[src/rtl/conv_pkg.sv]
// conv_pkg: shared types and constants for the convolution sequencer.
//   state_t   - sequencer FSM encoding (3 bits)
//   MODE_*    - layer mode select values for cfg_mode
//   tag_t     - beat tag carried alongside the multiplier pipeline
package conv_pkg;

   typedef enum logic [2:0] {
      S_IDLE  = 3'd0,
      S_LOAD  = 3'd1,
      S_RUN   = 3'd2,
      S_DRAIN = 3'd3,
      S_DONE  = 3'd4
   } state_t;

   localparam logic MODE_CONV = 1'b0;
   localparam logic MODE_DW   = 1'b1;

   // valid: a beat was issued; first/last: beat opens/closes a pixel's ic sweep
   typedef struct packed {
      logic valid;
      logic first;
      logic last;
   } tag_t;

endpackage

[src/rtl/conv_tag_pipe.sv]
// conv_tag_pipe: fixed-depth shift register carrying beat tags so they
// emerge in step with the multiplier output.
// Ports:
//   clk    - clock
//   rst    - synchronous active-high reset, empties the pipe
//   flush  - synchronous clear, drops every tag in flight
//   tag_i  - tag of the beat issued this cycle
//   tag_o  - tag of the beat issued DEPTH cycles ago
module conv_tag_pipe
   import conv_pkg::*;
#(
   parameter int unsigned DEPTH = 2
) (
   input  logic clk,
   input  logic rst,
   input  logic flush,
   input  tag_t tag_i,
   output tag_t tag_o
);

   tag_t stage_q [DEPTH];

   // Shift one stage per cycle; flush has priority over new tags
   always_ff @(posedge clk) begin
      if (rst || flush) begin
         for (int unsigned i = 0; i < DEPTH; i++) begin
            stage_q[i] <= '0;
         end
      end else begin
         stage_q[0] <= tag_i;
         for (int unsigned i = 1; i < DEPTH; i++) begin
            stage_q[i] <= stage_q[i-1];
         end
      end
   end

   assign tag_o = stage_q[DEPTH-1];

endmodule

[src/rtl/conv_seq_ctrl.sv]
// conv_seq_ctrl: convolution sequencer. Walks output-channel groups, output
// pixels and input-channel groups (innermost) for one layer, issuing one MAC
// beat per accepted feature word, and aligns accumulator controls with the
// multiplier pipeline.
// Ports:
//   clk, rst                    - clock, synchronous active-high reset
//   start, abort                - launch (IDLE only) / stop current layer
//   cfg_mode                    - 0 standard conv, 1 depthwise
//   cfg_ic_last/oc_last/px_last - loop bounds (count minus 1)
//   cfg_scale                   - requantisation shift, latched at LOAD
//   feat_valid / feat_ready     - feature beat handshake (ready = issue)
//   feat_addr, weight_addr      - addresses of the beat being issued
//   adder_rst, acc_last         - accumulator first/last-beat controls
//   scale_out                   - latched scale
//   busy, done, state_rst       - status back to the top-level FSM
module conv_seq_ctrl
   import conv_pkg::*;
#(
   parameter int unsigned MAC_IN_NUM          = 9,
   parameter int unsigned MAC_OUT_NUM         = 18,
   parameter int unsigned CNT_WIDTH           = 10,
   parameter int unsigned ADDR_WIDTH          = 16,
   parameter int unsigned SCALE_WIDTH         = 4,
   parameter int unsigned MULT_PIPELINE_STAGE = 2
) (
   input  logic                   clk,
   input  logic                   rst,
   input  logic                   start,
   input  logic                   abort,
   input  logic                   cfg_mode,
   input  logic [CNT_WIDTH-1:0]   cfg_ic_last,
   input  logic [CNT_WIDTH-1:0]   cfg_oc_last,
   input  logic [CNT_WIDTH-1:0]   cfg_px_last,
   input  logic [SCALE_WIDTH-1:0] cfg_scale,
   input  logic                   feat_valid,
   output logic                   feat_ready,
   output logic [ADDR_WIDTH-1:0]  feat_addr,
   output logic [ADDR_WIDTH-1:0]  weight_addr,
   output logic                   adder_rst,
   output logic                   acc_last,
   output logic [SCALE_WIDTH-1:0] scale_out,
   output logic                   busy,
   output logic                   done,
   output logic                   state_rst
);

   localparam int unsigned DRAIN_W =
      (MULT_PIPELINE_STAGE > 1) ? $clog2(MULT_PIPELINE_STAGE) : 1;
   localparam logic [DRAIN_W-1:0] DRAIN_LAST = DRAIN_W'(MULT_PIPELINE_STAGE - 1);
   // A degenerate MAC array geometry never issues beats
   localparam logic GEOM_OK = (MAC_IN_NUM > 0) && (MAC_OUT_NUM > 0);

   state_t                   state_q;
   logic [DRAIN_W-1:0]       drain_cnt_q;
   logic                     aborted_q;
   logic [CNT_WIDTH-1:0]     ic_last_q, px_last_q, oc_last_q;
   logic [ADDR_WIDTH-1:0]    stride_q;
   logic [SCALE_WIDTH-1:0]   scale_q;

   logic [CNT_WIDTH-1:0]     ic_q, px_q, oc_q;
   logic [CNT_WIDTH-1:0]     ic_d, px_d, oc_d;
   logic [ADDR_WIDTH-1:0]    feat_base_q, wt_base_q;
   logic [ADDR_WIDTH-1:0]    feat_base_d, wt_base_d;

   logic                     issue;
   logic                     abort_take;
   logic                     ic_wrap, px_wrap, oc_wrap;
   logic                     last_beat;
   logic [CNT_WIDTH-1:0]     ic_last_eff;
   tag_t                     tag_in, tag_out;

   // Depthwise layers have a single ic group per output channel
   assign ic_last_eff = (cfg_mode == MODE_DW) ? '0 : cfg_ic_last;

   assign issue      = (state_q == S_RUN) && feat_valid && GEOM_OK;
   assign abort_take = abort && ((state_q == S_LOAD) || (state_q == S_RUN) ||
                                 (state_q == S_DRAIN));

   assign ic_wrap   = (ic_q == ic_last_q);
   assign px_wrap   = (px_q == px_last_q);
   assign oc_wrap   = (oc_q == oc_last_q);
   assign last_beat = issue && ic_wrap && px_wrap && oc_wrap;

   // Nested loop counters with running address bases (stride = ic_last+1)
   always_comb begin
      ic_d        = ic_q;
      px_d        = px_q;
      oc_d        = oc_q;
      feat_base_d = feat_base_q;
      wt_base_d   = wt_base_q;
      if ((state_q != S_RUN) || abort_take) begin
         ic_d        = '0;
         px_d        = '0;
         oc_d        = '0;
         feat_base_d = '0;
         wt_base_d   = '0;
      end else if (issue) begin
         if (!ic_wrap) begin
            ic_d = ic_q + CNT_WIDTH'(1);
         end else begin
            ic_d = '0;
            if (!px_wrap) begin
               px_d        = px_q + CNT_WIDTH'(1);
               feat_base_d = feat_base_q + stride_q;
            end else begin
               px_d        = '0;
               feat_base_d = '0;
               if (!oc_wrap) begin
                  oc_d      = oc_q + CNT_WIDTH'(1);
                  wt_base_d = wt_base_q + stride_q;
               end else begin
                  oc_d      = '0;
                  wt_base_d = '0;
               end
            end
         end
      end
   end

   // Counter and address-base registers
   always_ff @(posedge clk) begin
      if (rst) begin
         ic_q        <= '0;
         px_q        <= '0;
         oc_q        <= '0;
         feat_base_q <= '0;
         wt_base_q   <= '0;
      end else begin
         ic_q        <= ic_d;
         px_q        <= px_d;
         oc_q        <= oc_d;
         feat_base_q <= feat_base_d;
         wt_base_q   <= wt_base_d;
      end
   end

   // Layer FSM with configuration latch and drain timer
   always_ff @(posedge clk) begin
      if (rst) begin
         state_q     <= S_IDLE;
         drain_cnt_q <= '0;
         aborted_q   <= 1'b0;
         ic_last_q   <= '0;
         px_last_q   <= '0;
         oc_last_q   <= '0;
         stride_q    <= '0;
         scale_q     <= '0;
      end else begin
         aborted_q <= 1'b0;
         if (abort_take) begin
            state_q   <= S_IDLE;
            aborted_q <= 1'b1;
         end
         case (state_q)
            S_IDLE: begin
               // abort alongside start keeps the block idle
               if (start && !abort) begin
                  state_q <= S_LOAD;
               end
            end
            S_LOAD: begin
               ic_last_q <= ic_last_eff;
               px_last_q <= cfg_px_last;
               oc_last_q <= cfg_oc_last;
               stride_q  <= ADDR_WIDTH'(ic_last_eff) + ADDR_WIDTH'(1);
               scale_q   <= cfg_scale;
               if (!abort) begin
                  state_q <= S_RUN;
               end
            end
            S_RUN: begin
               if (!abort && last_beat) begin
                  state_q     <= S_DRAIN;
                  drain_cnt_q <= '0;
               end
            end
            S_DRAIN: begin
               if (!abort) begin
                  if (drain_cnt_q == DRAIN_LAST) begin
                     state_q <= S_DONE;
                  end else begin
                     drain_cnt_q <= drain_cnt_q + DRAIN_W'(1);
                  end
               end
            end
            S_DONE: begin
               state_q <= S_IDLE;
            end
            default: begin
               state_q <= S_IDLE;
            end
         endcase
      end
   end

   // Tags ride beside the multiplier; an abort drops everything in flight
   assign tag_in.valid = issue;
   assign tag_in.first = issue && (ic_q == '0);
   assign tag_in.last  = issue && ic_wrap;

   conv_tag_pipe #(
      .DEPTH (MULT_PIPELINE_STAGE)
   ) u_tag_pipe (
      .clk   (clk),
      .rst   (rst),
      .flush (abort_take),
      .tag_i (tag_in),
      .tag_o (tag_out)
   );

   assign feat_ready  = issue;
   assign feat_addr   = feat_base_q + ADDR_WIDTH'(ic_q);
   assign weight_addr = wt_base_q + ADDR_WIDTH'(ic_q);
   assign adder_rst   = tag_out.valid && tag_out.first;
   assign acc_last    = tag_out.valid && tag_out.last;
   assign scale_out   = scale_q;
   assign busy        = (state_q != S_IDLE);
   assign done        = (state_q == S_DONE);
   assign state_rst   = (state_q == S_DONE) || aborted_q;

endmodule

[config.mk]
export PLATFORM = sky130hd
export DESIGN_NAME = conv_seq_ctrl
export DESIGN_NICKNAME = d
export VERILOG_FILES = /design/src/rtl/conv_pkg.sv /design/src/rtl/conv_tag_pipe.sv /design/src/rtl/conv_seq_ctrl.sv
export SDC_FILE = /design/constraint.sdc
export NUM_CORES = 1
export LEC_CHECK = 0
export CAP_MARGIN = 20
export CELL_PAD_IN_SITES_DETAIL_PLACEMENT = 1
export CELL_PAD_IN_SITES_GLOBAL_PLACEMENT = 2
export CORE_ASPECT_RATIO = 0.8
export CORE_MARGIN = 4
export CORE_UTILIZATION = 34
export DETAILED_ROUTE_END_ITERATION = 8
export PLACE_DENSITY_LB_ADDON = 0.25
export SLEW_MARGIN = 10
export SYNTH_ARGS = -nofsm -noshare
export SYNTH_HDL_FRONTEND = slang
export SYNTH_SLANG_ARGS = --single-unit
[constraint.sdc]
create_clock -name clk -period 2.8 [get_ports clk]
set_input_delay 0.56 -clock clk [delete_from_list [all_inputs] [get_ports clk]]
set_output_delay 0.56 -clock clk [all_outputs]
set_load 0.005 [all_outputs]
==> flow_metrics.tcl <==
set metrics [dict create \
    power_leakage_nw 3.975 \
    cts_buffers 17 \
    cts_sinks 118 \
    clockBufferDepth 2 \
    drt_pass1_iterations 4 \
    grt_pass1_vias 6800 \
    synth_flop_cell "dfxtp_1" \
    place_ws_ps -395.7 \
    fmax_mhz 316.9 \
    yosysSeqAreaShare_pct 33.79 \
    syn_area_per_cell_um2 8.186 \
    finalSetupViolations 15 \
    worstPathRequired_ps 2240 \
    yosysWarnings 0 \
    grt_max_degree 51 \
    layout_common_cells "nand2_1 (126), dfxtp_1 (108), buf_4 (104), nor2_1 (85), a21oi_1 (67)" \
    synth_cell_types 60 \
    num_rows 46 \
    core_area_mm2 0.02003 \
    syn_area_mm2 0.006990 \
    ios 82 \
    dpl.hpwl_um 16680 \
    p_clk_share_pct 55.2 \
    pwr-share-comb_pct 5.9 \
    ir_worst_vdd_uv 354.0 \
    grt_overflow 0 \
    slew_viol_final 0 \
    p_int_w 0.003462 \
    grt_pass1_wl_um 35790 \
    sequentialPowerShare_pct 38.9 \
    worstMarginPinSlew_ps 884.7 \
    n_antenna_cell 0 \
    drt_iter0_drc 229 \
    gr-usage-all-layers_pct 19.60 \
    p_per_area_mw_per_mm2 454.2 \
    synthCells 854 \
    place.gp.congestion 0.8184 \
    vias 6635 \
    fill_cells 2358 \
    antenna_left 0 \
    synth_seq_cells 118 \
    end_kind "output pin" \
    die_height_um 136.3 \
    htreeDepth 4 \
    period_share_pct 112.7 \
    wl_um 22310 \
    insertion_delay_ps 420 \
    antenna_found_initial 0 \
    cap_viol_max_count 0 \
    dp_cells 1267 \
    rsz0062_at_grt "true" \
    fin_ws_ps -355.7 \
    cts_tree "done" \
    async_reset_ff_share_pct 0 \
    wire_per_inst_um 17.01 \
    drive_above_1_share_pct 22.14 \
    status "finished with violations" \
    worstPathMaxFanout 2 \
    p_sw_w 0.0009594 \
    die_area_mm2 0.02293 \
    crit_arrival_ps 2600 \
    failed_checks "setup timing" \
    cts-root-buf "clkbuf_16" \
    io_buffers 81 \
    hold_viol_final 0 \
    layout_commonest_cell "nand2_1" \
    switching_share_pct 21.70 \
    worst_slew_margin_rel_pct 40.80 \
    syn_to_final_growth_pct 39.27 \
    instances_no_fill 1312 \
    route.detailed.drc 0 \
    critical_path_class "reg -> out" \
    hold_path.class "reg -> reg" \
    fin_crit_ps 3156 \
    viasPerCell 5.057 \
    fin_nets 1127 \
    clock_skew_ps 10.68 \
    die_x_um 168.3 \
    start_util_pct 34.90 \
    fin_setup_tns_ps -3988 \
    cts.clk_slew.worst_paths_ps 60 \
    synth_edf_count 0 \
    syn_nets 945 \
    start_kind "register" \
]
[Yosys cell counts, types with 10 or more instances]
library cell / count / area (um^2)
a21o_1: 12 / 90.09
clkbuf_1: 20 / 75.07
nor2b_1: 13 / 81.33
xor2_1: 41 / 359.1
a211oi_1: 13 / 97.59
and2_1: 11 / 68.82
nor3_1: 18 / 90.09
nor2_1: 87 / 326.6
a21oi_1: 78 / 390.4
o21ai_0: 29 / 145.1
xnor2_1: 67 / 586.8
inv_1: 16 / 60.06
nand3_1: 19 / 95.09
and3_1: 10 / 62.56
nand4_1: 21 / 131.4
dfxtp_1: 118 / 2362
nand2_1: 127 / 476.7
ha_1: 47 / 588.1
a22o_1: 14 / 122.6
[logic make-up after synthesis]
| family | after synthesis | synth area share, % |
|---|---|---|
| and+or+nand+nor | 344 | 23.43 |
| AOI/OAI and AO/OA | 186 | 16.56 |
| DFF | 118 | 33.79 |
| xor gates and xnor gates | 108 | 13.53 |
| adders and majority gates | 51 | 9.558 |
| buffers and inverters | 45 | 2.846 |
| muxes | 2 | 0.2864 |
[layout make-up]
type / instances / area [um^2] / area share, %
inverter: 16 / 60.06 / 0.6169
timing repair buffer: 192 / 1568 / 16.10
clock inverter: 10 / 175.2 / 1.799
clock buffer: 21 / 470.5 / 4.832
sequential: 118 / 2387 / 24.52
multi-input combinational: 691 / 4745 / 48.73
tap: 264 / 330.3 / 3.393
[metal layers]
layer	share of wire, %	GRT usage [%]	routed length [um]
met4	0.75	4.011	167
met1	50	27.18	11130
met3	2.6	3.169	587
met2	47	32.45	10430
met5	0	0	0
[through the flow]
| step | hold WS (ps) | utilization, % | instance area [um^2] | total power (W) |
|---|---|---|---|---|
| finish | 433.1 | 48.61 | 9736 | 0.004421 |
| global route | 448.6 | 48.61 | 9736 | 0.004566 |
| CTS | 438.5 | 48.16 | 9647 | 0.004456 |
| detailed placement | 426.0 | 43.64 | 8741 | 0.002020 |
| global placement | 424.6 | 43.64 | 8741 | 0.002017 |
| floorplan | 405.7 | - | 6990 | 0.001887 |
[critical path, cell delays in order, from the launching register on]
cell and delay [ps]:
dfxtp_4 360, ha_4 160, buf_4 130, buf_6 110
a211oi_4 280, o211ai_1 160, a41o_1 260, a21oi_2 160
nor2b_2 70, buf_4 140, nand3_1 90, xnor2_1 130
buf_2 130
[timing repair]
action	4_1_cts	5_1_grt
setup endpoints to repair	27	27
setup buffers	12	3
hold endpoints to repair	0	0
hold buffers	0	0
gates resized for setup	139	32
pin swaps	35	28
[worst paths after layout]
kind	start	to	slack [ps]	depth (start not counted)
min	u_tag_pipe.stage_q[0][0]	u_tag_pipe.stage_q[0][3]	430	1
max reg2reg	ic_q[0]	feat_base_q[3]	160	11
max	ic_q[0]	weight_addr[13]	-360	12
min reg2reg	u_tag_pipe.stage_q[0][0]	u_tag_pipe.stage_q[0][3]	430	1
[power by group through the flow]
stage | Sequential [W] | Combinational [W] | Clock [W]
2_1_floorplan | 0.00175 | 0.000136 | 0
3_3_place_gp | 0.00176 | 0.000256 | 0
3_5_place_dp | 0.00176 | 0.000259 | 0
4_1_cts | 0.00172 | 0.000262 | 0.00247
5_1_grt | 0.00172 | 0.000287 | 0.00256
6_report | 0.00172 | 0.000261 | 0.00244
[flip-flops by register name, indices dropped and copies added, names as in the netlist]
signal,cells
feat_base_q,16
wt_base_q,16
stride_q,11
ic_last_q,10
ic_q,10
oc_last_q,10
oc_q,10
px_last_q,10
px_q,10
u_tag_pipe.stage_q,6
scale_out,4
state_q,3
aborted_q,1
drain_cnt_q,1
No activity file was read; power rests on OpenSTA's default activity.
